File: config.mk
export PLATFORM = sky130hd
export DESIGN_NAME = restoring_divider_8bit
export DESIGN_NICKNAME = d
export VERILOG_FILES = /design/src/rtl/restoring_divider_8bit.sv
export SDC_FILE = /design/constraint.sdc
export NUM_CORES = 1
export LEC_CHECK = 0
export ABC_AREA = 1
export CAP_MARGIN = 20
export CORE_UTILIZATION = 25
export CTS_CLUSTER_DIAMETER = 100
export DETAILED_ROUTE_END_ITERATION = 10
export PLACE_DENSITY = 0.51
export SYNTH_ARGS = -nofsm -noshare
export SYNTH_HDL_FRONTEND = slang
export SYNTH_SLANG_ARGS = --single-unit
File: constraint.sdc
create_clock -name clk -period 3.27 [get_ports clk]
set_clock_uncertainty 0.05 [all_clocks]
set_input_delay 0.654 -clock clk [delete_from_list [all_inputs] [get_ports clk]]
set_output_delay 0.654 -clock clk [all_outputs]
set_load 0.005 [all_outputs]
File: src/rtl/restoring_divider_8bit.sv
// Multi-cycle unsigned restoring divider with a start/busy/done handshake.
// Produces one quotient bit per clock; a zero divisor finishes immediately.
module restoring_divider_8bit #(
  parameter int WIDTH = 8
) (
  input  logic             clk,
  input  logic             rst,
  input  logic             start,
  input  logic [WIDTH-1:0] dividend,
  input  logic [WIDTH-1:0] divisor,
  output logic             busy,
  output logic             done,
  output logic [WIDTH-1:0] quotient,
  output logic [WIDTH-1:0] remainder,
  output logic             div_by_zero
);

  localparam int CW = $clog2(WIDTH + 1);

  localparam logic [1:0] IDLE = 2'd0;
  localparam logic [1:0] CALC = 2'd1;
  localparam logic [1:0] DONE = 2'd2;

  logic [1:0]       state;
  logic [CW-1:0]    count;
  logic [WIDTH-1:0] work;
  logic [WIDTH-1:0] dvsr;
  logic [WIDTH-1:0] prem;

  logic [WIDTH:0]   shifted;
  logic [WIDTH:0]   diff;
  logic             qbit;
  logic [WIDTH-1:0] rem_nx;
  logic [WIDTH-1:0] quo_nx;

  // Trial subtract at WIDTH+1 bits; the borrow bit selects restore.
  always_comb begin
    shifted = {prem, work[WIDTH-1]};
    diff    = shifted - {1'b0, dvsr};
    qbit    = ~diff[WIDTH];
    rem_nx  = qbit ? diff[WIDTH-1:0]
                   : shifted[WIDTH-1:0];
    quo_nx  = {work[WIDTH-2:0], qbit};
  end

  always_ff @(posedge clk) begin
    if (rst) begin
      state       <= IDLE;
      count       <= '0;
      work        <= '0;
      dvsr        <= '0;
      prem        <= '0;
      busy        <= 1'b0;
      done        <= 1'b0;
      quotient    <= '0;
      remainder   <= '0;
      div_by_zero <= 1'b0;
    end else begin
      case (state)
        IDLE, DONE: begin
          done  <= 1'b0;
          state <= IDLE;
          if (start) begin
            if (divisor == '0) begin
              state       <= DONE;
              done        <= 1'b1;
              quotient    <= '1;
              remainder   <= dividend;
              div_by_zero <= 1'b1;
            end else begin
              work  <= dividend;
              dvsr  <= divisor;
              prem  <= '0;
              count <= '0;
              busy  <= 1'b1;
              state <= CALC;
            end
          end
        end
        CALC: begin
          // Quotient bits fill the working register as dividend bits leave it.
          work  <= quo_nx;
          prem  <= rem_nx;
          count <= count + 1'b1;
          if (count == CW'(WIDTH - 1)) begin
            state       <= DONE;
            busy        <= 1'b0;
            done        <= 1'b1;
            quotient    <= quo_nx;
            remainder   <= rem_nx;
            div_by_zero <= 1'b0;
          end
        end
        default: begin
          state <= IDLE;
          busy  <= 1'b0;
          done  <= 1'b0;
        end
      endcase
    end
  end

endmodule
==> metrics.cfg, run 1 <==
[outcome]
outcome = complete, no violations

[logic_synthesis]
synthSimpleGateAreaFrac = 0.327
netlist_instances = 374
syn-cell-area_um2 = 2510
synth_top_family_by_area = simple AND/OR/NAND/NOR gates
synthAdderAreaFrac = 0.0528
synthMuxAreaShare = 0
yosys_register_bits = 48
yosysTopAreaCell = dfxtp_1
synth.distinct_cells = 27
synthTopCellsByArea = dfxtp_1, nand2_1, nand3_1, inv_1, nor2_1
synth_compound_area_frac = 0.113
synth_top_area_frac = 0.383
avgSynthCellArea_um2 = 6.71
ys_seq_area_frac = 0.383
synth_xor_area_frac = 0.0105
synth_nets = 403
yosys_warnings = 0

[clocking]
cts_buffer_depth = 2
clockRootBuffer = clkbuf_8
cts_tree = built
numCtsBuffers = 5
clkSlewWorstSetupHoldPaths_ns = 0.09
cts.sinks = 48
ctsHoldBuffers = 0
htreeDepth = 2
postCtsSetupBuffers = 0
clock_latency_ns = 0.31
cts_resized = 0

[power_and_ir_drop]
fin_total_pwr_mw = 1.62
power_density_nw_per_um2 = 513
leakage_nw = 1.44
ir_worst_vdd_mv = 0.193

[worst_setup_path]
rrSetupSlack_ns = 1.13
crit_type = primary input to flop
reg2reg_depth = 14
cp.required_ns = 3.40
cp_data_arrival_time_ns = 2.31
worstPathMaxFanout = 17
critPathCaptureType = flop
startpoint_type = primary input

[timing]
rsz0062_at_grt = false
finalHoldViolCount = 0
fin_ws_ns = 1.09
finalWorstPathRequiredPeriod_ns = 2.18
max_freq_mhz = 459
final_max_slew_viol_count = 0
setup_viol = 0
worst_pin_slew_ns = 0.845
relSlewSlack = 0.436
tns_ns = 0
min_period_over_period = 0.667
timing.hold.ws_ns = 0.414

[routing]
dr.pass1.iters = 4
drtAntennaViolNets = 0
first_iter_violations = 93
drt-total-wl_mm = 6.45
num_vias = 2409
drc_errors = 0
avgViaCountPerCell = 4.44
wl_per_cell_um = 11.9

[grt]
met3_usage = 0.0246
grt_pass1_vias = 2245
grt_max_degree = 31
antenna_found_initial = 0
overflow = 0
met1_usage = 0.155
grt_pass1_wl_mm = 10.6
grt_busiest_layer = met2
track_usage = 0.132
met2_usage = 0.241

[run]
maxCapViolCount = 0

[final_layout]
nets = 437
layout-drive-gt1-share = 0.0587
num-fill-cells = 1090
regArea_um2 = 961
multi_input_area_um2 = 1260
num_antenna_cells = 0
mostFrequentLayoutCells = nand2_1, inv_1, nand3_1, dfxtp_1, nor2_1
area_delta_synth_final_pct = 25.3
final_common_cell = nand2_1

[die]
io_pins = 38
die_w_um = 102
num_rows = 36
die-height_um = 102
core_um2 = 9770
dieArea_um2 = 10400
initial_core_util = 0.257

[min_path]
holdPathStages = 2
min_path_type = flop to flop

[placed_design]
pre_cts_slack_ns = 0.743
portBuffers = 37
hpwl_mm = 4.80
gp_congestion = 0.750

## routing by layer
metal	wire (µm)	share of wire	vias to the layer above
li1	-	-	1260
met3	161	0.025	7
met1	2840	0.44	1120
met2	3360	0.52	22
met4	86	0.013	0
met5	0	0	-
## synthesized netlist by cell type
library cell and instances:
ha_1 9, buf_1 1, o21ai_0 19, nor2_1 41, nand2_4 1, inv_2 2
fa_1 1, nor3_1 14, dfxtp_1 48, nor2_2 1, o21ai_2 1, clkbuf_1 5
nand4_1 1, inv_1 53, buf_6 1, nor2_4 1, buf_2 7, inv_4 2
a21oi_1 22, a31oi_1 7, o21ai_1 2, nand2_2 4, nand3_1 51, nand2_1 75
a211oi_1 2, xor2_1 2, xnor2_1 1
## flip-flops by register name, summed over array words and instances (netlist names)
register and cells:
dvsr 8, prem 8, quotient 8, remainder 8, work 8, count 4
state 2, busy 1, div_by_zero 1
## critical path, cell delays in order
cell and delay (ns):
clkdlybuf4s50_1 0.42, nor2_1 0.12, nand2_1 0.07, nor2_1 0.14, inv_1 0.07, nand2_2 0.18
nand2_1 0.34, o21ai_0 0.26, a31oi_1 0.06
## cell type report
cell class              count  area share
multi-input cells         255       0.401
flip-flops and latches     48       0.305
repair buffers             41       0.127
inverters                  57      0.0696
well taps                 133      0.0529
clock buffers               5      0.0219
clock inverters             3      0.0219
## power by group
part           switching, mW  internal [mW]  leakage (nW)
registers             0.0317          0.634         0.394
clock network          0.215          0.308        0.0687
logic                  0.258          0.168         0.978
## kinds of logic after synthesis
logic type                 Yosys count
xor gates and xnor gates             3
adders and majority gates           10
DFF                                 48
and+or+nand+nor                    189
buffers and inverters               71
AOI/OAI and AO/OA                   53
## final timing paths
| path | from | to |
|---|---|---|
| setup / recovery | divisor[5] | work[1] |
| hold / removal | busy | busy |
| setup reg to reg | work[7] | remainder[0] |
| hold reg to reg | busy | busy |
## through the flow
stage               cells  instance area (µm²)   util
detailed placement    534                 3010  0.308
global route          542                 3150  0.322
floorplan             374                 2510      -
global placement      534                 3010  0.308
finish                542                 3150  0.322
CTS                   542                 3150  0.322
(Power assumes the default switching activity.)
==> run 2: changes to the inputs <==
--- a/config.mk
+++ b/config.mk
@@ -10,7 +10,7 @@
 export CORE_UTILIZATION = 25
 export CTS_CLUSTER_DIAMETER = 100
 export DETAILED_ROUTE_END_ITERATION = 10
-export PLACE_DENSITY = 0.51
+export PLACE_DENSITY = 0.53
 export SYNTH_ARGS = -nofsm -noshare
 export SYNTH_HDL_FRONTEND = slang
 export SYNTH_SLANG_ARGS = --single-unit
==> constraint.sdc (replaced) <==
create_clock -name clk -period 1.78 [get_ports clk]
set_clock_uncertainty 0.05 [all_clocks]
set_input_delay 0.356 -clock clk [delete_from_list [all_inputs] [get_ports clk]]
set_output_delay 0.356 -clock clk [all_outputs]
set_load 0.005 [all_outputs]
==> run 2 against run 1 <==
Net effect: the run now ends with setup timing left; sequential share of layout area fell by 4.6 points; via count rose by 6.4%; final cell count rose by 6.6%; sequential power rose by 85%; count of clock-buffer cells in the layout did not move; die area did not move; non-clock buffer count rose by 34; register-to-register slack got worse by 1.3 ns; power rose by 110%; setup slack got worse by 1.2 ns; sequential cell count did not move; global-route usage rose by 0.95 points; critical path type is now flop to flop; largest power group unchanged; highest routed layer unchanged.
==> metrics.cfg, run 2 (synthesis gave the netlist of run 1 again) <==
[outcome]
outcome = complete, but fails checks  ; was complete, no violations
violations = setup timing

[routing]
drt-total-wl_mm = 7.13  ; was 6.45 mm
first_iter_violations = 133  ; was 93
wl_per_cell_um = 12.3  ; was 11.9 µm
num_vias = 2564  ; was 2409
drtAntennaViolNets = 0  ; unchanged
avgViaCountPerCell = 4.44  ; about the same
drc_errors = 0  ; unchanged
dr.pass1.iters = 4  ; unchanged

[grt]
grt_pass1_vias = 2459  ; was 2245
met1_usage = 0.168  ; was 0.155
track_usage = 0.142  ; was 0.132
overflow = 0  ; unchanged
met2_usage = 0.253  ; was 0.241
grt_busiest_layer = met2  ; unchanged
met3_usage = 0.0308  ; was 0.0246
grt_pass1_wl_mm = 11.3  ; was 10.6 mm
antenna_found_initial = 0  ; unchanged
grt_max_degree = 30  ; was 31

[timing]
fin_ws_ns = -0.138  ; was 1.09 ns
max_freq_mhz = 521
rsz0062_at_grt = true  ; was false
worst_pin_slew_ns = 0.376  ; was 0.845 ns
min_period_over_period = 1.08
relSlewSlack = 0.749  ; was 0.436
finalHoldViolCount = 0  ; unchanged
finalWorstPathRequiredPeriod_ns = 1.92
final_max_slew_viol_count = 0  ; unchanged
setup_viol = 18  ; was 0

[clocking]
cts_buffer_depth = 2  ; unchanged
clock_latency_ns = 0.31  ; about the same
ctsHoldBuffers = 0  ; unchanged
clkSlewWorstSetupHoldPaths_ns = 0.10  ; was 0.09 ns
clockRootBuffer = clkbuf_8  ; unchanged
cts.sinks = 48  ; unchanged
htreeDepth = 2  ; unchanged
numCtsBuffers = 5  ; unchanged
cts_tree = built  ; unchanged

[placed_design]
gp_congestion = 0.771  ; was 0.750
portBuffers = 37  ; unchanged
dpl_cell_area_um2 = 3280  ; was 3010 µm²
dp_cells = 566  ; was 534
hpwl_mm = 4.98  ; was 4.80 mm

[run]
maxCapViolCount = 0  ; unchanged

[worst_setup_path]
startpoint_type = flop  ; was primary input
crit_type = flop to flop  ; was primary input to flop
critPathCaptureType = flop  ; unchanged
critPathMaxStageDelay_ns = 0.34  ; was 0.42 ns
path_cells = inv_1, ha_1, nand2_1, nand2_1, a21oi_4, nand2_4, nand2_4, nand2_4, nand3_2, nand3_1, nand2_1, inv_1  ; was clkdlybuf4s50_1, nor2_1, nand2_1, nor2_1, inv_1, nand2_2, nand2_1, o21ai_0, a31oi_1
cp_data_arrival_time_ns = 2.09  ; was 2.31 ns
cp.required_ns = 1.95  ; was 3.40 ns
worstPathMaxFanout = 4  ; was 17
crit_slowest_cell = ha_1  ; was clkdlybuf4s50_1

[die]
num_rows = 36  ; unchanged
dieArea_um2 = 10400  ; unchanged
io_pins = 38  ; unchanged
core_um2 = 9770  ; unchanged
initial_core_util = 0.257  ; unchanged
die_w_um = 102  ; unchanged
die-height_um = 102  ; unchanged

[final_layout]
num_antenna_cells = 0  ; unchanged
mostFrequentLayoutCells = nand2_1, inv_1, dfxtp_1, nor2_1, clkdlybuf4s50_1  ; was nand2_1, inv_1, nand3_1, dfxtp_1, nor2_1
final_common_cell = nand2_1  ; unchanged
finalNonFillerCells = 578  ; was 542
finalInstanceArea_um2 = 3710  ; was 3150 µm²
num-fill-cells = 1008  ; was 1090
area_delta_synth_final_pct = 47.9  ; was 25.3%
multi_input_area_um2 = 1550  ; was 1260 µm²
regArea_um2 = 963  ; was 961 µm²
nets = 473  ; was 437
layout-drive-gt1-share = 0.220  ; was 0.0587

[power_and_ir_drop]
ir_worst_vdd_mv = 0.400  ; was 0.193 mV
power_density_nw_per_um2 = 916  ; was 513 nW/µm²
leakage_nw = 1.67  ; was 1.44 nW

[min_path]
min_path_type = flop to flop  ; unchanged

## run 2: area by class of cell
type                            count  area share
Tap cell                          133      0.0448
Sequential cell                    48       0.259
Clock buffer                        5      0.0185
Inverter                           57      0.0589
Clock inverter                      3      0.0185
Multi-Input combinational cell    257       0.417
Timing Repair Buffer               75       0.183
## run 2: what timing repair did
action	4_1_cts	5_1_grt
cloned	2	0
resized for setup	34	22
pin swaps	3	3
setup endpoints to repair	18	18
buffers inserted	1	1
## run 2: critical path, delay by kind of cell, from the launching register on
kind | cells | cell delay, ns
buffers and inverters | 2 | 0.09
AO/OA/AOI/OAI | 1 | 0.26
flip-flops | 1 | 0.32
adder cells (fa/ha/maj) | 1 | 0.34
AND/OR/NAND/NOR | 8 | 0.77
## run 2: metrics by stage
stage	TNS (ns)	worst slack, ns	util	hold WS, ns	power [mW]
6_report	-1.79	-0.138	0.380	0.417	3.40
5_1_grt	-3.99	-0.253	0.380	0.449	3.60
4_1_cts	-0.922	-0.0700	0.366	0.423	3.31
3_5_place_dp	-4.58	-0.176	0.335	0.408	2.16
3_3_place_gp	-4.30	-0.159	0.335	0.405	2.15
2_1_floorplan	0	0.0114	-	0.385	1.77
## run 2: report_power, final
group | internal (mW) | switching (mW) | total (mW) | leakage, nW
registers | 1.17 | 0.0601 | 1.23 | 0.394
clock network | 0.566 | 0.416 | 0.982 | 0.0687
logic | 0.507 | 0.689 | 1.20 | 1.21
## run 2: path summary, 6_finish.rpt
path                   to  depth (start not counted)  slack [ns]  startpoint
hold reg to reg      busy                          2        0.42        busy
hold / removal       busy                          2        0.42        busy
setup reg to reg  prem[6]                         12       -0.14     dvsr[5]
setup / recovery  prem[6]                         12       -0.14     dvsr[5]
## run 2: layer usage
| metal | wire (µm) | share of wire |
|---|---|---|
| met1 | 3170 | 0.44 |
| met2 | 3600 | 0.51 |
| met3 | 234 | 0.033 |
| met4 | 126 | 0.018 |
| met5 | 0 | 0 |
==> run 3: changes to the inputs <==
--- a/config.mk
+++ b/config.mk
@@ -7,10 +7,10 @@
 export LEC_CHECK = 0
 export ABC_AREA = 1
 export CAP_MARGIN = 20
-export CORE_UTILIZATION = 25
+export CORE_UTILIZATION = 48
 export CTS_CLUSTER_DIAMETER = 100
 export DETAILED_ROUTE_END_ITERATION = 10
-export PLACE_DENSITY = 0.53
+export PLACE_DENSITY = 0.83
 export SYNTH_ARGS = -nofsm -noshare
 export SYNTH_HDL_FRONTEND = slang
 export SYNTH_SLANG_ARGS = --single-unit
==> run 3 against run 2 <==
Net effect: the run still ends with setup timing left; die area shrank 47%; global-route usage rose by 18 points; sequential share of layout area down 0.68 points; first-iteration DRC count rose by 65%; register-to-register slack worse by 0.13 ns; worst hold slack better by 0.0025 ns; maximum frequency decreased by 6.4%; power rose by 6.1%; largest power group is now combinational cells; core utilization rose by 40 points; via count up 21%; combinational power grew 24%; routed wire length up 35%.
==> metrics.cfg, run 3 (synthesis gave the netlist of run 1 again) <==
[power_and_ir_drop]
power_density_nw_per_um2 = 944  ; was 916 nW/µm²
leakage_nw = 1.71  ; was 1.67 nW
ir_worst_vdd_mv = 0.653  ; was 0.400 mV
fin_total_pwr_mw = 3.61  ; was 3.40 mW

[placed_design]
gp_congestion = 0.830  ; was 0.771
dpl_cell_area_um2 = 3170  ; was 3280 µm²
portBuffers = 37  ; unchanged
pre_cts_slack_ns = -0.203  ; was -0.176 ns
hpwl_mm = 5.00  ; was 4.98 mm

[final_layout]
nets = 470  ; was 473
finalInstanceArea_um2 = 3820  ; was 3710 µm²
final_util = 0.784  ; was 0.380
layout-drive-gt1-share = 0.274  ; was 0.220
final_common_cell = nand2_1  ; unchanged
num_antenna_cells = 0  ; unchanged
area_delta_synth_final_pct = 52.3  ; was 47.9%
mostFrequentLayoutCells = nand2_1, inv_1, dfxtp_1, nor2_1, clkdlybuf4s50_1  ; unchanged

[routing]
drtAntennaViolNets = 0  ; unchanged
avgViaCountPerCell = 6.07  ; was 4.44
drt-total-wl_mm = 9.61  ; was 7.13 mm
num_vias = 3092  ; was 2564
first_iter_violations = 220  ; was 133
dr.pass1.iters = 6  ; was 4
wl_per_cell_um = 18.9  ; was 12.3 µm
drc_errors = 0  ; unchanged

[worst_setup_path]
crit_start = work[7]  ; was dvsr[5]
worstReg2RegEnd = prem[1]  ; was prem[6]
startpoint_type = flop  ; unchanged
worstPathMaxFanout = 5  ; was 4
reg2reg_depth = 13  ; was 12
crit_type = flop to flop  ; unchanged
cp_data_arrival_time_ns = 2.25  ; was 2.09 ns
rr_startpoint = work[7]  ; was dvsr[5]
critPathCaptureType = flop  ; unchanged
rrSetupSlack_ns = -0.27  ; was -0.14 ns
cp.required_ns = 1.98  ; was 1.95 ns

[min_path]
worst_hold_startpoint = busy  ; unchanged
holdPathStages = 2  ; unchanged
min_path_type = flop to flop  ; unchanged
holdPathEnd = busy  ; unchanged

[grt]
grt_max_degree = 29  ; was 30
grt_pass1_vias = 2833  ; was 2459
grt_pass1_wl_mm = 13.4  ; was 11.3 mm
antenna_found_initial = 0  ; unchanged
track_usage = 0.322  ; was 0.142
overflow = 0  ; unchanged

[timing]
setup_viol = 18  ; unchanged
min_period_over_period = 1.15  ; was 1.08
final_max_slew_viol_count = 0  ; unchanged
finalWorstPathRequiredPeriod_ns = 2.05  ; was 1.92 ns
relSlewSlack = 0.661  ; was 0.749
worst_pin_slew_ns = 0.509  ; was 0.376 ns
rsz0062_at_grt = true  ; unchanged
finalHoldViolCount = 0  ; unchanged
timing.hold.ws_ns = 0.419  ; was 0.417 ns
max_freq_mhz = 488  ; was 521 MHz
fin_ws_ns = -0.269  ; was -0.138 ns

[clocking]
cts_tree = built  ; unchanged
htreeDepth = 2  ; unchanged
numCtsBuffers = 5  ; unchanged
cts.sinks = 48  ; unchanged
cts_buffer_depth = 2  ; unchanged
clkSlewWorstSetupHoldPaths_ns = 0.10  ; about the same
clock_latency_ns = 0.31  ; about the same
ctsHoldBuffers = 0  ; unchanged
clockRootBuffer = clkbuf_8  ; unchanged

[outcome]
outcome = complete, but fails checks  ; unchanged
violations = setup timing  ; unchanged

[die]
dieArea_um2 = 5520  ; was 10400 µm²
die-height_um = 74.3  ; was 102 µm
die_w_um = 74.3  ; was 102 µm
io_pins = 38  ; unchanged
num_rows = 25  ; was 36
initial_core_util = 0.515  ; was 0.257
core_um2 = 4880  ; was 9770 µm²

[run]
maxCapViolCount = 0  ; unchanged

run 3: worst max-delay path by stage:
stage                               to  cells after the start
after floorplan                prem[7]                     14
after global placement    remainder[2]                     11
after global routing           prem[1]                     13
after detailed placement  remainder[2]                     11
final                          prem[1]                     13
after CTS                 remainder[6]                     14
run 3: worst max-delay path: stages, from the launching register on:
cell	delay, ns
dfxtp_2	0.33
inv_2	0.06
ha_4	0.13
inv_2	0.04
fa_2	0.37
nand2_2	0.10
nand2_4	0.07
nand3_4	0.13
nand3_4	0.16
nand2_8	0.15
nand3_2	0.12
nand3_2	0.12
nand2_1	0.08
inv_1	0.08
run 3: area by class of cell:
cell class	count	area (µm²)
well taps	67	83.8
clock inverters	1	30.0
fillers	325	1050
flip-flops and latches	48	966
inverters	57	224
multi-input cells	257	1750
clock buffers	7	96.3
repair buffers	72	674
run 3: report_power, final:
part | total (mW) | switching, mW | internal (mW) | leakage, nW
clock network | 0.883 | 0.387 | 0.496 | 0.0645
logic | 1.49 | 0.893 | 0.594 | 1.25
registers | 1.24 | 0.0747 | 1.17 | 0.395
run 3: metrics by stage:
step                std cells  setup TNS [ns]
floorplan                 374               0
detailed placement        497           -5.11
finish                    509           -3.29
global placement          497           -2.68
global route              509           -4.16
CTS                       507          -0.925
run 3: timing repair:
action / CTS / global route
hold endpoints to repair: 0 / 0
pin swaps: 21 / 16
cloned: 2 / 0
setup buffers: 0 / 2
endpoints found under the setup margin: 18 / 27
gates resized for setup: 58 / 40
run 3: per-layer routing:
metal | GRT usage | vias up | part of all wire
met1 | 0.349 | 1451 | 0.35
met3 | 0.0637 | 74 | 0.084
li1 | - | 1341 | -
met5 | 0 | - | 0
met2 | 0.586 | 226 | 0.50
met4 | 0.176 | 0 | 0.068
